==> config.mk <==
export PLATFORM = sky130hd
export DESIGN_NAME = cu_mc
export DESIGN_NICKNAME = d
export VERILOG_FILES = /design/src/rtl/cu_pkg.sv /design/src/rtl/cu_decode.sv /design/src/rtl/cu_mc.sv
export SDC_FILE = /design/constraint.sdc
export NUM_CORES = 1
export LEC_CHECK = 0
export CORE_UTILIZATION = 64
export CTS_BUF_LIST = sky130_fd_sc_hd__clkbuf_4 sky130_fd_sc_hd__clkbuf_8
export CTS_CLUSTER_DIAMETER = 150
export DETAILED_ROUTE_END_ITERATION = 12
export DONT_BUFFER_PORTS = 1
export HOLD_SLACK_MARGIN = 0.05
export PLACE_DENSITY = 0.8
export SLEW_MARGIN = 20
export SYNTH_ARGS = -nofsm -noshare
export SYNTH_HDL_FRONTEND = slang
export SYNTH_SLANG_ARGS = --single-unit
export TNS_END_PERCENT = 20
==> constraint.sdc <==
create_clock -name clk -period 2 [get_ports clk]
set_input_delay 0.1 -clock clk [delete_from_list [all_inputs] [get_ports clk]]
set_output_delay 0.1 -clock clk [all_outputs]
set_load 0.03 [all_outputs]
==> src/rtl/cu_pkg.sv <==
// Shared definitions for the multi-cycle RV32I control unit.
//   - state_t : control FSM states (also exported on the debug port)
//   - cls_t   : instruction class that selects the EXEC -> next-state path
//   - OP_*    : RV32I major opcodes
//   - IMM_*, ALU_*, BR_*, WB_* : datapath control encodings
//   - ctrl_t  : bundle of decoded datapath controls latched per instruction
package cu_pkg;

    typedef enum logic [2:0] {
        S_FETCH  = 3'd0,
        S_DECODE = 3'd1,
        S_EXEC   = 3'd2,
        S_MEM    = 3'd3,
        S_WB     = 3'd4,
        S_TRAP   = 3'd5
    } state_t;

    typedef enum logic [1:0] {
        CLS_ALU    = 2'd0,  // goes through WB
        CLS_LOAD   = 2'd1,
        CLS_STORE  = 2'd2,
        CLS_BRANCH = 2'd3
    } cls_t;

    localparam logic [6:0] OP_R      = 7'b0110011;
    localparam logic [6:0] OP_I      = 7'b0010011;
    localparam logic [6:0] OP_LOAD   = 7'b0000011;
    localparam logic [6:0] OP_STORE  = 7'b0100011;
    localparam logic [6:0] OP_BRANCH = 7'b1100011;
    localparam logic [6:0] OP_JAL    = 7'b1101111;
    localparam logic [6:0] OP_JALR   = 7'b1100111;
    localparam logic [6:0] OP_LUI    = 7'b0110111;
    localparam logic [6:0] OP_AUIPC  = 7'b0010111;

    localparam logic [2:0] IMM_I = 3'b000;
    localparam logic [2:0] IMM_S = 3'b001;
    localparam logic [2:0] IMM_B = 3'b010;
    localparam logic [2:0] IMM_U = 3'b011;
    localparam logic [2:0] IMM_J = 3'b100;

    localparam logic [3:0] ALU_ADD    = 4'b0000;
    localparam logic [3:0] ALU_BRANCH = 4'b1000;

    localparam logic [4:0] BR_NONE = 5'b00000;
    localparam logic [4:0] BR_JUMP = 5'b10000;
    localparam logic [1:0] BR_COND = 2'b01;   // prefix; low bits are funct3

    localparam logic [1:0] WB_ALU = 2'b00;
    localparam logic [1:0] WB_MEM = 2'b01;
    localparam logic [1:0] WB_PC4 = 2'b10;

    typedef struct packed {
        logic [2:0] imm_src;
        logic       alu_a_src;
        logic       alu_b_src;
        logic [3:0] alu_op;
        logic [4:0] br_op;
        logic [2:0] dm_ctrl;
        logic [1:0] wb_src;
    } ctrl_t;

endpackage

==> src/rtl/cu_decode.sv <==
// Purely combinational RV32I instruction decoder.
// Ports:
//   opcode, funct3, funct7 : instruction fields from the IR
//   ctrl                   : decoded datapath controls (unlisted fields are 0)
//   cls                    : instruction class for sequencing
//   illegal                : encoding is not a supported RV32I instruction
// Kept free of state so a pipelined core can reuse it unchanged.
module cu_decode
    import cu_pkg::*;
(
    input  logic [6:0] opcode,
    input  logic [2:0] funct3,
    input  logic [6:0] funct7,
    output ctrl_t      ctrl,
    output cls_t       cls,
    output logic       illegal
);

    logic f7_zero;
    logic f7_alt;   // SUB / SRA / SRAI form

    assign f7_zero = (funct7 == 7'b0000000);
    assign f7_alt  = (funct7 == 7'b0100000);

    always_comb begin
        // NOTE: every output gets a default before the case so no path can
        // leave a value unassigned and infer a latch.
        ctrl    = '0;
        cls     = CLS_ALU;
        illegal = 1'b0;

        case (opcode)
            OP_R: begin
                ctrl.alu_op = {funct7[5], funct3};
                illegal     = !(f7_zero || (f7_alt && (funct3 == 3'b000 || funct3 == 3'b101)));
            end
            OP_I: begin
                // Only the right shift uses funct7[5] to pick SRAI over SRLI.
                ctrl.alu_op    = {(funct3 == 3'b101) & funct7[5], funct3};
                ctrl.alu_b_src = 1'b1;
                if (funct3 == 3'b001)
                    illegal = !f7_zero;
                else if (funct3 == 3'b101)
                    illegal = !(f7_zero || f7_alt);
            end
            OP_LOAD: begin
                cls            = CLS_LOAD;
                ctrl.alu_b_src = 1'b1;
                ctrl.dm_ctrl   = funct3;
                ctrl.wb_src    = WB_MEM;
                illegal        = (funct3 == 3'b011) || (funct3 == 3'b110) || (funct3 == 3'b111);
            end
            OP_STORE: begin
                cls            = CLS_STORE;
                ctrl.imm_src   = IMM_S;
                ctrl.alu_b_src = 1'b1;
                ctrl.dm_ctrl   = funct3;
                illegal        = (funct3 > 3'b010);
            end
            OP_BRANCH: begin
                cls          = CLS_BRANCH;
                ctrl.imm_src = IMM_B;
                ctrl.alu_op  = ALU_BRANCH;
                ctrl.br_op   = {BR_COND, funct3};
                illegal      = (funct3 == 3'b010) || (funct3 == 3'b011);
            end
            OP_JAL: begin
                ctrl.imm_src   = IMM_J;
                ctrl.alu_a_src = 1'b1;
                ctrl.alu_b_src = 1'b1;
                ctrl.br_op     = BR_JUMP;
                ctrl.wb_src    = WB_PC4;
            end
            OP_JALR: begin
                ctrl.alu_b_src = 1'b1;
                ctrl.br_op     = BR_JUMP;
                ctrl.wb_src    = WB_PC4;
                illegal        = (funct3 != 3'b000);
            end
            OP_LUI, OP_AUIPC: begin
                ctrl.imm_src   = IMM_U;
                ctrl.alu_a_src = 1'b1;
                ctrl.alu_b_src = 1'b1;
            end
            default: illegal = 1'b1;
        endcase
    end

endmodule

==> src/rtl/cu_mc.sv <==
// Multi-cycle control unit for the RV32I core.
// Sequences FETCH -> DECODE -> EXEC -> (MEM) -> (WB), latches the decoded
// datapath controls once per instruction in DECODE and pulses write strobes
// only in the state that owns them. Illegal encodings and memory waits that
// exceed MEM_TIMEOUT cycles park the FSM in TRAP until reset.
// Ports:
//   clk, rst                 : clock, synchronous active-high reset
//   opcode/funct3/funct7     : IR fields, valid from DECODE onward
//   imem_ready, dmem_ready   : memory handshakes (ignored outside their state)
//   imem_req, dmem_req       : memory requests
//   ir_we, pc_we, RUWr, DmWr : architectural write strobes
//   ImmSrc..RUDataWrSrc      : latched datapath controls
//   illegal, bus_err         : sticky error flags
//   instret                  : retired-instruction counter (wraps)
//   state_o                  : current FSM state for debug
module cu_mc
    import cu_pkg::*;
#(
    parameter int MEM_TIMEOUT = 16,
    parameter int TO_W        = 5,
    parameter int CNT_W       = 32
) (
    input  logic             clk,
    input  logic             rst,
    input  logic [6:0]       opcode,
    input  logic [2:0]       funct3,
    input  logic [6:0]       funct7,
    input  logic             imem_ready,
    input  logic             dmem_ready,
    output logic             imem_req,
    output logic             dmem_req,
    output logic             ir_we,
    output logic             pc_we,
    output logic             RUWr,
    output logic             DmWr,
    output logic [2:0]       ImmSrc,
    output logic             AluAsrc,
    output logic             AluBsrc,
    output logic [3:0]       AluOp,
    output logic [4:0]       BrOp,
    output logic [2:0]       DmCtrl,
    output logic [1:0]       RUDataWrSrc,
    output logic             illegal,
    output logic             bus_err,
    output logic [CNT_W-1:0] instret,
    output logic [2:0]       state_o
);

    // The watchdog holds the number of waiting cycles already spent; the
    // limit is reached in the cycle where it would become MEM_TIMEOUT.
    localparam logic [TO_W-1:0] TO_LAST = TO_W'((MEM_TIMEOUT > 0) ? MEM_TIMEOUT - 1 : 0);

    state_t          state;
    state_t          next_state;
    ctrl_t           ctrl_q;
    ctrl_t           dec_ctrl;
    cls_t            cls_q;
    cls_t            dec_cls;
    logic            dec_illegal;
    logic [TO_W-1:0] wd;
    logic            wd_expired;
    logic            timeout;
    logic            is_store;

    cu_decode u_decode (
        .opcode  (opcode),
        .funct3  (funct3),
        .funct7  (funct7),
        .ctrl    (dec_ctrl),
        .cls     (dec_cls),
        .illegal (dec_illegal)
    );

    assign is_store   = (cls_q == CLS_STORE);
    assign wd_expired = (MEM_TIMEOUT != 0) && (wd == TO_LAST);

    always_comb begin
        next_state = state;
        imem_req   = 1'b0;
        dmem_req   = 1'b0;
        ir_we      = 1'b0;
        pc_we      = 1'b0;
        RUWr       = 1'b0;
        DmWr       = 1'b0;
        timeout    = 1'b0;

        case (state)
            S_FETCH: begin
                imem_req = 1'b1;
                if (imem_ready) begin
                    ir_we      = 1'b1;
                    next_state = S_DECODE;
                end else if (wd_expired) begin
                    timeout    = 1'b1;
                    next_state = S_TRAP;
                end
            end
            S_DECODE: next_state = dec_illegal ? S_TRAP : S_EXEC;
            S_EXEC: begin
                case (cls_q)
                    CLS_BRANCH: begin
                        pc_we      = 1'b1;
                        next_state = S_FETCH;
                    end
                    CLS_LOAD, CLS_STORE: next_state = S_MEM;
                    default:             next_state = S_WB;
                endcase
            end
            S_MEM: begin
                dmem_req = 1'b1;
                DmWr     = is_store;
                if (dmem_ready) begin
                    if (is_store) begin
                        pc_we      = 1'b1;
                        next_state = S_FETCH;
                    end else begin
                        next_state = S_WB;
                    end
                end else if (wd_expired) begin
                    timeout    = 1'b1;
                    next_state = S_TRAP;
                end
            end
            S_WB: begin
                RUWr       = 1'b1;
                pc_we      = 1'b1;
                next_state = S_FETCH;
            end
            default: ;  // TRAP: everything idle, leave only through reset
        endcase

        // Reset is sampled at the edge, so the state may still be WB/MEM in the
        // reset cycle; suppress strobes so an abandoned instruction never writes.
        if (rst) begin
            imem_req = 1'b0;
            dmem_req = 1'b0;
            ir_we    = 1'b0;
            pc_we    = 1'b0;
            RUWr     = 1'b0;
            DmWr     = 1'b0;
            timeout  = 1'b0;
        end
    end

    always_ff @(posedge clk) begin
        // NOTE: sequential state uses non-blocking assignments so every
        // register updates from the same pre-edge values.
        if (rst) begin
            state   <= S_FETCH;
            ctrl_q  <= '0;
            cls_q   <= CLS_ALU;
            illegal <= 1'b0;
            bus_err <= 1'b0;
            instret <= '0;
            wd      <= '0;
        end else begin
            state <= next_state;

            if (state == S_DECODE) begin
                ctrl_q <= dec_ctrl;
                cls_q  <= dec_cls;
                if (dec_illegal)
                    illegal <= 1'b1;
            end

            if (timeout)
                bus_err <= 1'b1;

            if (pc_we)
                instret <= instret + 1'b1;

            // Counts only while stalled in a waiting state; any state change
            // (ready, entry into FETCH/MEM, trap) restarts it from zero.
            if ((state == S_FETCH || state == S_MEM) && next_state == state)
                wd <= wd + 1'b1;
            else
                wd <= '0;
        end
    end

    assign ImmSrc      = ctrl_q.imm_src;
    assign AluAsrc     = ctrl_q.alu_a_src;
    assign AluBsrc     = ctrl_q.alu_b_src;
    assign AluOp       = ctrl_q.alu_op;
    assign BrOp        = ctrl_q.br_op;
    assign DmCtrl      = ctrl_q.dm_ctrl;
    assign RUDataWrSrc = ctrl_q.wb_src;
    assign state_o     = state;

endmodule

==> results.txt, run 1 <==
----------------------------------------------------
[Worst setup path]
  Worst path max stage delay ... 500 ps
  Top delay family on crit path ... simple AND/OR/NAND/NOR gates
  Biggest fanout along the worst timing path ... 5
  Arrival time at the worst endpoint ... 2170 ps
  Sort of element at the start of the critical path ... flop
  Bufs and invs on worst path ... 0
  CP required ... 2270 ps
  Worst-path cell with the longest stage delay ... sky130_fd_sc_hd__or4_1
  Path type of the worst setup path ... flop to flop
  Worst-path cell chain ... nand4_2 -> nor4_4 -> nand3_2 -> or4_1 -> a21oi_1
  Kind of end point of the critical path ... flop

[Route]
  Routed wire per std cell ... 16.08 um
  Count of unresolved DRC violations after routing ... 0
  Detailed-routing iteration count for the pre-antenna-repair pass ... 5
  Detail Route Antenna Nets ... 0
  Total wire length ... 8170 um
  Per-cell via count in the routed design ... 6.102
  Iteration-0 DRC count of the detailed router ... 249
  Total vias in the final route ... 3100

[Die]
  Die area ... 5222 um2
  Vert. Die Dim ... 72.26 um
  Die Wd ... 72.26 um
  Floorplan Core Area ... 4723 um2
  Initial standard-cell utilization of the core ... 66.89%
  Standard-cell rows ... 25
  Io pins ... 83

[Job]
  Number of max-cap violations ... 0

[CTS]
  Library cell used as clock root buffer ... sky130_fd_sc_hd__clkbuf_8
  CTS HTree Levels ... 3
  Clock latency on the worst-skew pair ... 340 ps
  Buffers from clock root to sink, at most ... 2
  TritonCTS clock tree ... yes
  Clock-pin transition on the worst setup and hold timing paths ... 70 ps
  Num CTS Buffers ... 9
  Count of clock tree sinks ... 63

[Final layout]
  Count of inserted antenna diode cells ... 0
  Count of placed standard cells in the final layout, fillers left out ... 508
  Synthesis-to-finish area growth ... 22.57%
  Count of filler cells inserted in the layout ... 311
  Most common library cell in the layout ignoring fill and taps ... sky130_fd_sc_hd__dfxtp_1
  Utilization after layout ... 81.99%
  Fraction of final layout cells with drive strength greater than 1 ... 19.05%
  Fin nets ... 465
  Commonest cells after routing, fill and taps aside ... 63 x sky130_fd_sc_hd__dfxtp_1, 50 x sky130_fd_sc_hd__buf_4, 39 x sky130_fd_sc_hd__nor2_1, 39 x sky130_fd_sc_hd__a21oi_1, 37 x sky130_fd_sc_hd__nand2_1

[Power]
  Internal power summed over all cells ... 2.262 mW
  Net switching power ... 1.220 mW
  Seq pwr share ... 43.5%
  Static power due to leakage ... 1.496 nW
  Maximum vdd drop ... 0.0008995 V
  Combinational fraction of design power ... 27.9%
  Switching power as a share of total power ... 35.04%
  P per Cell Area ... 899.4 nW/um2
  Clock share of power ... 28.6%

[STA]
  Clock period minus final worst setup slack ... 1902 ps
  Setup skew after layout ... 11.39 ps
  Actual transition at the worst max-transition pin ... 709.9 ps
  Slew HR ... 52.23%
  Worst Slack Setup Final ... 97.84 ps
  Max-slew violation count ... 0
  Period utilisation layout ... 95.11%
  Unrepaired setup endpoints after global routing ... true
  Hold Worst Slack ... 62.90 ps
  Setup violation total in the final timing report ... 0
  Hold Fails Final Rpt ... 0
  FMAX ... 525.7 MHz

[Placed design]
  Count of port buffers added during placement ... 0
  Final weighted congestion in routability-driven placement ... 0.8610
  Pre-CTS setup slack ... 132.8 ps
  Post-DP HPWL ... 5296 um
  Number of placed instances, taps included ... 479

[Global route]
  First-pass GRT wire length ... 13400 um
  Pin count of the biggest net entering global routing ... 64
  Number of antenna violations at the first check in global routing ... 0
  Via count of the first global-routing pass ... 3044
  Met2 layer usage reported by global route ... 57.94%
  Met1 track demand over resource ... 35.26%
  GR Overflow Total ... 0
  Global-route total usage across every layer ... 32.51%
  Layer carrying the most global-route usage ... met2
  Met3 track demand over resource in global routing ... 8.472%

[Logic synthesis]
  Post-synth net total ... 412
  Synthesis-stage register bit count ... 63
  Average footprint of a synthesized cell ... 8.206 um2
  Post-synthesis instance area ... 3159 um2
  Gate count of the mapped netlist ... 385
  Count of yosys warnings during synthesis ... 0
  Post-synthesis cell type count ... 54
  Sequential share of the synthesized area ... 39.92%

[Worst hold path]
  Classification of the worst-slack hold path ... primary input to flop

[Run status]
  Outcome ... finished, final reports clean

----------------------------------------------------
## through the flow
stage	TNS, ps	power [mW]	cell area [um2]
3_5_place_dp	0	2.381	3527
6_report	0	3.483	3872
2_1_floorplan	-9.455	2.147	3166
5_1_grt	-94.19	3.623	3872
4_1_cts	0	3.398	3830
3_3_place_gp	0	2.364	3527
## logic make-up (layout without fill, tap and decap cells)
group / Yosys count / after routing / share of synthesized area, %
simple gates: 171 / 171 / 30.10
buf+inv: 32 / 88 / 3.921
compound gates: 96 / 96 / 18.89
mux: 1 / 1 / 0.3564
xor+xnor: 16 / 16 / 4.436
flops: 63 / 63 / 39.92
fa+ha+maj: 6 / 6 / 2.376
## state kept, by name, summed over array words and instances (netlist names)
name and count:
ImmSrc 3, bus_err 1, instret 32, DmCtrl 3, state_o 3, AluOp 4
wd 5, BrOp 5, cls_q 2, illegal 1, AluBsrc 1, RUDataWrSrc 2
AluAsrc 1
## metal layers
layer	wire (um)	part of all wire (%)
met1	3239	40
met2	4152	51
met3	581	7.1
met4	197	2.4
met5	0	0
## timing repair
item	CTS	global route
buffers inserted	0	5
setup endpoints to repair	1	4
gates resized for setup	1	4
endpoints found under the hold margin	63	0
hold buffers	11	0
## area by class of cell
| type | count | area [um2] | share of cell area, % |
|---|---|---|---|
| clock buffers | 13 | 166.4 | 4.297 |
| clock inverters | 1 | 5.005 | 0.1292 |
| inverters | 11 | 41.29 | 1.066 |
| multi-input cells | 290 | 1788 | 46.17 |
| flip-flops and latches | 63 | 1261 | 32.57 |
| well taps | 67 | 83.83 | 2.165 |
| repair buffers | 63 | 526.8 | 13.60 |
## worst paths after layout
check                            startpoint          end  slack (ps)  depth (start not counted)
worst max register to register  instret[14]  instret[31]         100                          5
worst min-delay path              funct7[5]     AluOp[3]          60                          2
worst max-delay path            instret[14]  instret[31]         100                          5
worst min register to register        wd[0]        wd[0]         450                          1
## power by group through the flow
stage	logic, mW	clock network, mW	registers [mW]
floorplan	0.557	0	1.59
global placement	0.827	0	1.54
detailed placement	0.841	0	1.54
CTS	0.892	0.992	1.51
global route	1.05	1.05	1.53
finish	0.971	0.996	1.52
## synthesized netlist by cell type (all sizes together)
cell      n  area share (%)
a21oi    40             6.5
o21ai    16             2.5
o21bai    1            0.24
o31ai     7             1.7
o211ai    6             1.4
nand3b    2            0.48
and3     10             2.0
o21ba     1            0.32
a2bb2oi   1            0.28
a221o     1            0.32
ha        6             2.4
a211oi    4            0.95
nor2b     6             1.2
nand3    17             3.0
nor3b     3            0.71
buf       4            0.59
o2111ai   7             1.9
dfxtp    63              40
or2       2            0.40
nor4      7             2.3
a21o      1            0.24
o21a      3            0.71
nand4     7             2.3
o22ai     3            0.59
and4      1            0.32
or4       5             1.2
o32ai     1            0.28
nand2    37             4.4
a31oi     2            0.40
nor4b     2             1.0
or3      10             2.0
a311oi    2            0.55
nand2b    4            0.79
mux2      1            0.36
and2      3            0.59
inv      11             1.3
and3b     1            0.28
xnor2     3            0.83
nor3     13             2.1
xor2     13             3.6
nor2     40             4.8
clkbuf   17             2.0
and4b     1            0.32
(Power assumes the default switching activity.)
==> inputs of run 2 (changes only) <==
--- a/config.mk
+++ b/config.mk
@@ -5,13 +5,13 @@
 export SDC_FILE = /design/constraint.sdc
 export NUM_CORES = 1
 export LEC_CHECK = 0
-export CORE_UTILIZATION = 64
+export CORE_UTILIZATION = 60
 export CTS_BUF_LIST = sky130_fd_sc_hd__clkbuf_4 sky130_fd_sc_hd__clkbuf_8
 export CTS_CLUSTER_DIAMETER = 150
 export DETAILED_ROUTE_END_ITERATION = 12
 export DONT_BUFFER_PORTS = 1
 export HOLD_SLACK_MARGIN = 0.05
-export PLACE_DENSITY = 0.8
+export PLACE_DENSITY = 0.76
 export SLEW_MARGIN = 20
 export SYNTH_ARGS = -nofsm -noshare
 export SYNTH_HDL_FRONTEND = slang
==> run 2 against run 1 <==
Against the previous run:
- register-to-register slack about the same
- largest cell class unchanged
- core utilization decreased by 5.2 points
- via count shrank 0.16%
- first-iteration DRC count down 17%
- die area is 6.5% higher
- combinational power fell by 9.9%
- sequential power about the same
- critical path type is now flop to primary output
- largest power group unchanged
- final cell count grew 0.20%
- cell area grew 0.68%
- clock skew is essentially flat
==> results.txt, run 2 (synthesis gave the netlist of run 1 again) <==
----------------------------------------------------
[Run status]
  Outcome ... finished, final reports clean

[STA]
  Period utilisation layout ... 96.15%
  FMAX ... 520.0 MHz
  Hold Fails Final Rpt ... 0
  Hold Worst Slack ... 83.86 ps
  Clock period minus final worst setup slack ... 1923 ps
  Unrepaired setup endpoints after global routing ... true
  Setup TNS ... 0 ps
  Worst Slack Setup Final ... 76.92 ps
  Setup violation total in the final timing report ... 0
  Slew HR ... 57.02%
  Max-slew violation count ... 0
  Actual transition at the worst max-transition pin ... 639.3 ps
  Setup skew after layout ... 11.35 ps

[Route]
  Per-cell via count in the routed design ... 6.081
  Total vias in the final route ... 3095
  Iteration-0 DRC count of the detailed router ... 207
  Count of unresolved DRC violations after routing ... 0
  Detail Route Antenna Nets ... 0
  Detailed-routing iteration count for the pre-antenna-repair pass ... 4
  Total wire length ... 7900 um
  Routed wire per std cell ... 15.52 um

[Worst hold path]
  Classification of the worst-slack hold path ... primary input to flop
  Startpoint of the most critical hold path ... opcode[5]
  Depth of the worst hold-timing path ... 3
  End point of the worst hold path ... cls_q[0]

[Final layout]
  Utilization after layout ... 76.82%
  Most common library cell in the layout ignoring fill and taps ... sky130_fd_sc_hd__dfxtp_1
  Commonest cells after routing, fill and taps aside ... 63 x sky130_fd_sc_hd__dfxtp_1, 45 x sky130_fd_sc_hd__buf_4, 39 x sky130_fd_sc_hd__nor2_1, 39 x sky130_fd_sc_hd__a21oi_1, 37 x sky130_fd_sc_hd__nand2_1
  Final design instance area without fill ... 3899 um2
  Count of inserted antenna diode cells ... 0
  Max reg flops ... 32
  Register ranked first by flip-flop count ... instret
  Synthesis-to-finish area growth ... 23.41%
  Fin nets ... 461
  Fraction of final layout cells with drive strength greater than 1 ... 18.22%
  Count of filler cells inserted in the layout ... 375

[Job]
  Number of max-cap violations ... 0

[Global route]
  Global-route total usage across every layer ... 30.81%
  Pin count of the biggest net entering global routing ... 64
  Via count of the first global-routing pass ... 2937
  GR Overflow Total ... 0
  First-pass GRT wire length ... 13230 um
  Number of antenna violations at the first check in global routing ... 0

[CTS]
  Clock-pin transition on the worst setup and hold timing paths ... 70 ps
  Num CTS Buffers ... 9
  Number of buffers added for setup after CTS ... 0
  TritonCTS clock tree ... yes
  Count of clock tree sinks ... 63
  Clock latency on the worst-skew pair ... 340 ps
  Library cell used as clock root buffer ... sky130_fd_sc_hd__clkbuf_8
  Buffers from clock root to sink, at most ... 2
  CTS HTree Levels ... 3

[Worst setup path]
  Terminus of the critical flop-to-flop path ... instret[31]
  Biggest fanout along the worst timing path ... 15
  R2R depth ... 5
  RR Startpoint ... instret[10]
  Kind of end point of the critical path ... primary output
  Sort of element at the start of the critical path ... flop
  Arrival time at the worst endpoint ... 1820 ps
  Setup slack on the worst flop-to-flop path ... 90 ps
  CP required ... 1900 ps
  Path type of the worst setup path ... flop to primary output

[Die]
  Die Wd ... 74.57 um
  Initial standard-cell utilization of the core ... 62.25%
  Io pins ... 83
  Die area ... 5560 um2
  Floorplan Core Area ... 5075 um2
  Vert. Die Dim ... 74.57 um
  Standard-cell rows ... 26

[Placed design]
  Final weighted congestion in routability-driven placement ... 0.8377
  Post-DP HPWL ... 5212 um
  Count of port buffers added during placement ... 0
  Pre-CTS setup slack ... 130.5 ps
  Post-place instance area ... 3523 um2

[Power]
  Static power due to leakage ... 1.505 nW
  P per Cell Area ... 926.4 nW/um2
  Maximum vdd drop ... 0.0005779 V

----------------------------------------------------
run 2: cell count changes in the layout (fill, tap and decap cells not counted), sizes merged:
cell / change
dlygate4sd3: +2
bufinv: +2
clkbuf: -3
buf: -6
clkinv: +3
run 2: what timing repair did:
| action | 4_1_cts | 5_1_grt |
|---|---|---|
| hold buffers | 12 | 0 |
| hold endpoints to repair | 63 | 0 |
| setup endpoints to repair | 0 | 5 |
| resized for setup | 0 | 4 |
run 2: report_power, final:
part	internal (mW)	leakage (nW)	total (mW)	switching, mW
logic	0.316	0.880	0.875	0.559
clock network	0.731	0.116	1.22	0.486
registers	1.35	0.509	1.52	0.170
run 2: worst max path at each step:
stage | startpoint | to | depth (start not counted) | slack (ps)
finish | cls_q[0] | pc_we | 9 | 80
global route | cls_q[1] | pc_we | 8 | -50
CTS | cls_q[0] | pc_we | 9 | 30
detailed placement | instret[10] | instret[31] | 5 | 130
global placement | cls_q[0] | instret[6] | 8 | 180
floorplan | instret[7] | instret[31] | 5 | -9
run 2: area by class of cell:
type	instances	area (um2)	share of cell area, %
Clock inverter	6	83.83	2.150
Multi-Input combinational cell	290	1789	45.89
Clock buffer	10	137.6	3.530
Tap cell	70	87.58	2.246
Inverter	11	41.29	1.059
Timing Repair Buffer	59	498.0	12.77
Sequential cell	63	1261	32.35
run 2: layer usage:
| metal | wire, um | vias to the layer above | global-route usage (%) |
|---|---|---|---|
| li1 | - | 1493 | - |
| met1 | 3266 | 1462 | 35.45 |
| met2 | 3940 | 122 | 52.45 |
| met3 | 556 | 18 | 8.266 |
| met4 | 137 | 0 | 15.72 |
| met5 | 0 | - | 0 |
run 2: critical path, cell delays in order, from the launching register on:
cell,delay [ps]
sky130_fd_sc_hd__dfxtp_1,310
sky130_fd_sc_hd__inv_1,100
sky130_fd_sc_hd__ha_1,210
sky130_fd_sc_hd__nand2_1,80
sky130_fd_sc_hd__nor2_2,130
sky130_fd_sc_hd__buf_6,190
sky130_fd_sc_hd__nor2_1,70
sky130_fd_sc_hd__buf_4,150
sky130_fd_sc_hd__nor2_1,90
sky130_fd_sc_hd__buf_4,170
run 2: per-stage QoR:
stage	power, mW	std cells
floorplan	2.147	385
global placement	2.342	481
detailed placement	2.360	481
CTS	3.606	509
global route	3.778	509
finish	3.612	509
==> inputs of run 3 (changes only) <==
--- a/config.mk
+++ b/config.mk
@@ -15,5 +15,6 @@
 export SLEW_MARGIN = 20
 export SYNTH_ARGS = -nofsm -noshare
 export SYNTH_HDL_FRONTEND = slang
+export SYNTH_HIERARCHICAL = 1
 export SYNTH_SLANG_ARGS = --single-unit
 export TNS_END_PERCENT = 20
==> run 3 against run 2 <==
Against the previous run:
- the flow now finishes with violations (negative hold slack, negative setup slack)
- routed wire length increased by 15%
- register-to-register slack got worse by 130 ps
- count of clock-buffer cells in the layout unchanged
- via count increased by 7.8%
==> results.txt, run 3 <==
----------------------------------------------------
[Final layout]
  Fraction of final layout cells with drive strength greater than 1 ... 25.32%
  Final design instance area without fill ... 4204 um2
  Fin nets ... 496
  Commonest cells after routing, fill and taps aside ... 60 x sky130_fd_sc_hd__nand2_1, 52 x sky130_fd_sc_hd__nor2_1, 47 x sky130_fd_sc_hd__buf_4, 46 x sky130_fd_sc_hd__dfxtp_1, 39 x sky130_fd_sc_hd__a21oi_1
  Count of inserted antenna diode cells ... 0
  Count of filler cells inserted in the layout ... 332
  Most common library cell in the layout ignoring fill and taps ... sky130_fd_sc_hd__nand2_1
  Max reg flops ... 32
  Synthesis-to-finish area growth ... 28.83%
  Register ranked first by flip-flop count ... instret

[Route]
  Per-cell via count in the routed design ... 6.134
  Detail Route Antenna Nets ... 0
  Count of unresolved DRC violations after routing ... 0
  Iteration-0 DRC count of the detailed router ... 269
  Total wire length ... 9092 um
  Routed wire per std cell ... 16.71 um
  Detailed-routing iteration count for the pre-antenna-repair pass ... 5
  Total vias in the final route ... 3337

[Placed design]
  Pre-CTS setup slack ... -39.56 ps
  Post-DP HPWL ... 5673 um
  Post-place instance area ... 3649 um2
  Final weighted congestion in routability-driven placement ... 0.8842
  Count of port buffers added during placement ... 0

[Die]
  Standard-cell rows ... 26
  Die area ... 5737 um2
  Vert. Die Dim ... 75.75 um
  Floorplan Core Area ... 5172 um2
  Die Wd ... 75.75 um
  Initial standard-cell utilization of the core ... 63.09%
  Io pins ... 83

[Global route]
  First-pass GRT wire length ... 13410 um
  Number of antenna violations at the first check in global routing ... 0
  Via count of the first global-routing pass ... 2908
  GR Overflow Total ... 0
  Global-route total usage across every layer ... 31.01%
  Pin count of the biggest net entering global routing ... 70

[Logic synthesis]
  Largest area contributor in the netlist ... sky130_fd_sc_hd__dfxtp_1
  Gate count of the mapped netlist ... 416
  Post-synth net total ... 443
  Yosys top cell area share ... 38.65%
  Sequential share of the synthesized area ... 38.65%
  Average footprint of a synthesized cell ... 7.844 um2
  Post-synthesis cell type count ... 55
  Share of async-settable or async-resettable flops after synthesis ... 0%
  Count of yosys warnings during synthesis ... 6
  Leading register cell type out of synthesis ... sky130_fd_sc_hd__dfxtp_1
  Most numerous cell in the Yosys netlist ... sky130_fd_sc_hd__dfxtp_1
  Most common library cells after synthesis ... 63 x sky130_fd_sc_hd__dfxtp_1, 62 x sky130_fd_sc_hd__nand2_1, 52 x sky130_fd_sc_hd__nor2_1
  Most area-consuming cells after synthesis ... sky130_fd_sc_hd__dfxtp_1 39%, sky130_fd_sc_hd__nand2_1 7.1%, sky130_fd_sc_hd__a21oi_1 6.3%, sky130_fd_sc_hd__nor2_1 6.0%, sky130_fd_sc_hd__xor2_1 3.5%
  Number of enable-type register cells in the synthesized netlist ... 0
  Post-synthesis instance area ... 3263 um2
  Synthesis-stage register bit count ... 63

[STA]
  Clock period minus final worst setup slack ... 2045 ps
  Unrepaired setup endpoints after global routing ... true
  Period utilisation layout ... 102.2%
  Hold Fails Final Rpt ... 49
  Hold Worst Slack ... -178.8 ps
  Slew HR ... 70.66%
  Worst Slack Setup Final ... -44.75 ps
  Max-slew violation count ... 0
  FMAX ... 489.1 MHz
  Actual transition at the worst max-transition pin ... 438.8 ps
  Setup violation total in the final timing report ... 1
  Setup skew after layout ... 4.764 ps

[Worst setup path]
  RR Startpoint ... state_o[2]
  Kind of end point of the critical path ... flop
  Path type of the worst setup path ... flop to flop
  Sort of element at the start of the critical path ... flop
  Setup slack on the worst flop-to-flop path ... -40 ps
  Arrival time at the worst endpoint ... 2320 ps
  Biggest fanout along the worst timing path ... 6
  Terminus of the critical flop-to-flop path ... instret[16]
  CP required ... 2270 ps
  R2R depth ... 5

[CTS]
  Clock latency on the worst-skew pair ... 340 ps
  Clock-pin transition on the worst setup and hold timing paths ... 70 ps
  Buffers from clock root to sink, at most ... 2
  Num CTS Buffers ... 9
  CTS HTree Levels ... 3
  Library cell used as clock root buffer ... sky130_fd_sc_hd__clkbuf_8
  Count of clock tree sinks ... 63
  TritonCTS clock tree ... yes

[Power]
  Seq pwr share ... 42.8%
  Net switching power ... 0.7645 mW
  Internal power summed over all cells ... 2.288 mW
  Static power due to leakage ... 1.577 nW
  P per Cell Area ... 726.2 nW/um2
  Clock share of power ... 44.6%
  Switching power as a share of total power ... 25.04%
  Combinational fraction of design power ... 12.7%
  Total Power ... 3.053 mW
  Maximum vdd drop ... 0.0005289 V

[Worst hold path]
  Depth of the worst hold-timing path ... 1
  Classification of the worst-slack hold path ... primary input to flop
  Startpoint of the most critical hold path ... rst
  End point of the worst hold path ... instret[25]

[Run status]
  Outcome ... finished, violations left
  Violations in the final reports ... negative hold slack, negative setup slack

[Job]
  Number of max-cap violations ... 0

----------------------------------------------------
## run 3: per-stage QoR
step	utilization [%]	instances	TNS, ps	hold slack [ps]
2_1_floorplan	-	416	-26.06	272.3
3_3_place_gp	70.54	511	0	171.5
3_5_place_dp	70.54	511	-68.94	172.3
4_1_cts	78.28	540	-5.348	-187.2
5_1_grt	81.28	544	-361.4	-183.8
6_report	81.28	544	-44.75	-178.8
## run 3: worst max-delay path by stage
| stage | slack, ps | start | cells past startpoint | endpoint |
|---|---|---|---|---|
| CTS | -5 | cls_q[0] | 7 | instret[16] |
| floorplan | -20 | state_o[1] | 6 | instret[16] |
| detailed placement | -40 | cls_q[1] | 6 | instret[31] |
| global route | -130 | cls_q[0] | 7 | instret[16] |
| finish | -40 | state_o[2] | 5 | instret[16] |
| global placement | 20 | cls_q[0] | 7 | instret[31] |
## run 3: cells by family after synthesis
group / share of synthesized area, %
AO/OA/AOI/OAI: 12.31
buffers and inverters: 3.757
AND/OR/NAND/NOR: 35.24
adder cells (fa/ha/maj): 2.301
XOR/XNOR: 6.710
multiplexers: 1.035
flip-flops: 38.65
## run 3: critical path, stage by stage (launching register included)
cell and delay (ps):
sky130_fd_sc_hd__dfxtp_4 390, sky130_fd_sc_hd__or3b_4 410, sky130_fd_sc_hd__o211a_4 190, sky130_fd_sc_hd__or4_4 520, sky130_fd_sc_hd__or3_1 350, sky130_fd_sc_hd__a21oi_2 130
## run 3: cell type report
type                    count  area, um2  area share (%)
repair buffers             63      523.0           12.44
flip-flops and latches     63       1287           30.62
inverters                   9      37.54          0.8929
well taps                  70      87.58           2.083
clock inverters             6      107.6           2.560
multi-input cells         323       2023           48.13
clock buffers              10      137.6           3.274
## run 3: power by group through the flow
stage	Combinational, mW	Clock (mW)	Sequential, mW
floorplan	0.230	0	1.35
finish	0.387	1.36	1.31
detailed placement	0.318	0	1.33
CTS	0.339	1.37	1.30
global route	0.413	1.42	1.31
global placement	0.311	0	1.33
## run 3: what timing repair did
action	4_1_cts	5_1_grt
hold buffers	9	1
resized for setup	9	28
setup buffers	4	2
pin swaps	3	10
endpoints found under the hold margin	58	50
setup endpoints to repair	6	25
gates cloned	0	1
## run 3: per-layer routing
layer	share of wire (%)	global-route usage (%)	vias up
li1	-	-	1577
met1	42	39.46	1568
met2	47	49.95	169
met3	8.8	8.069	23
met4	2.2	12.55	0
met5	0	0	-
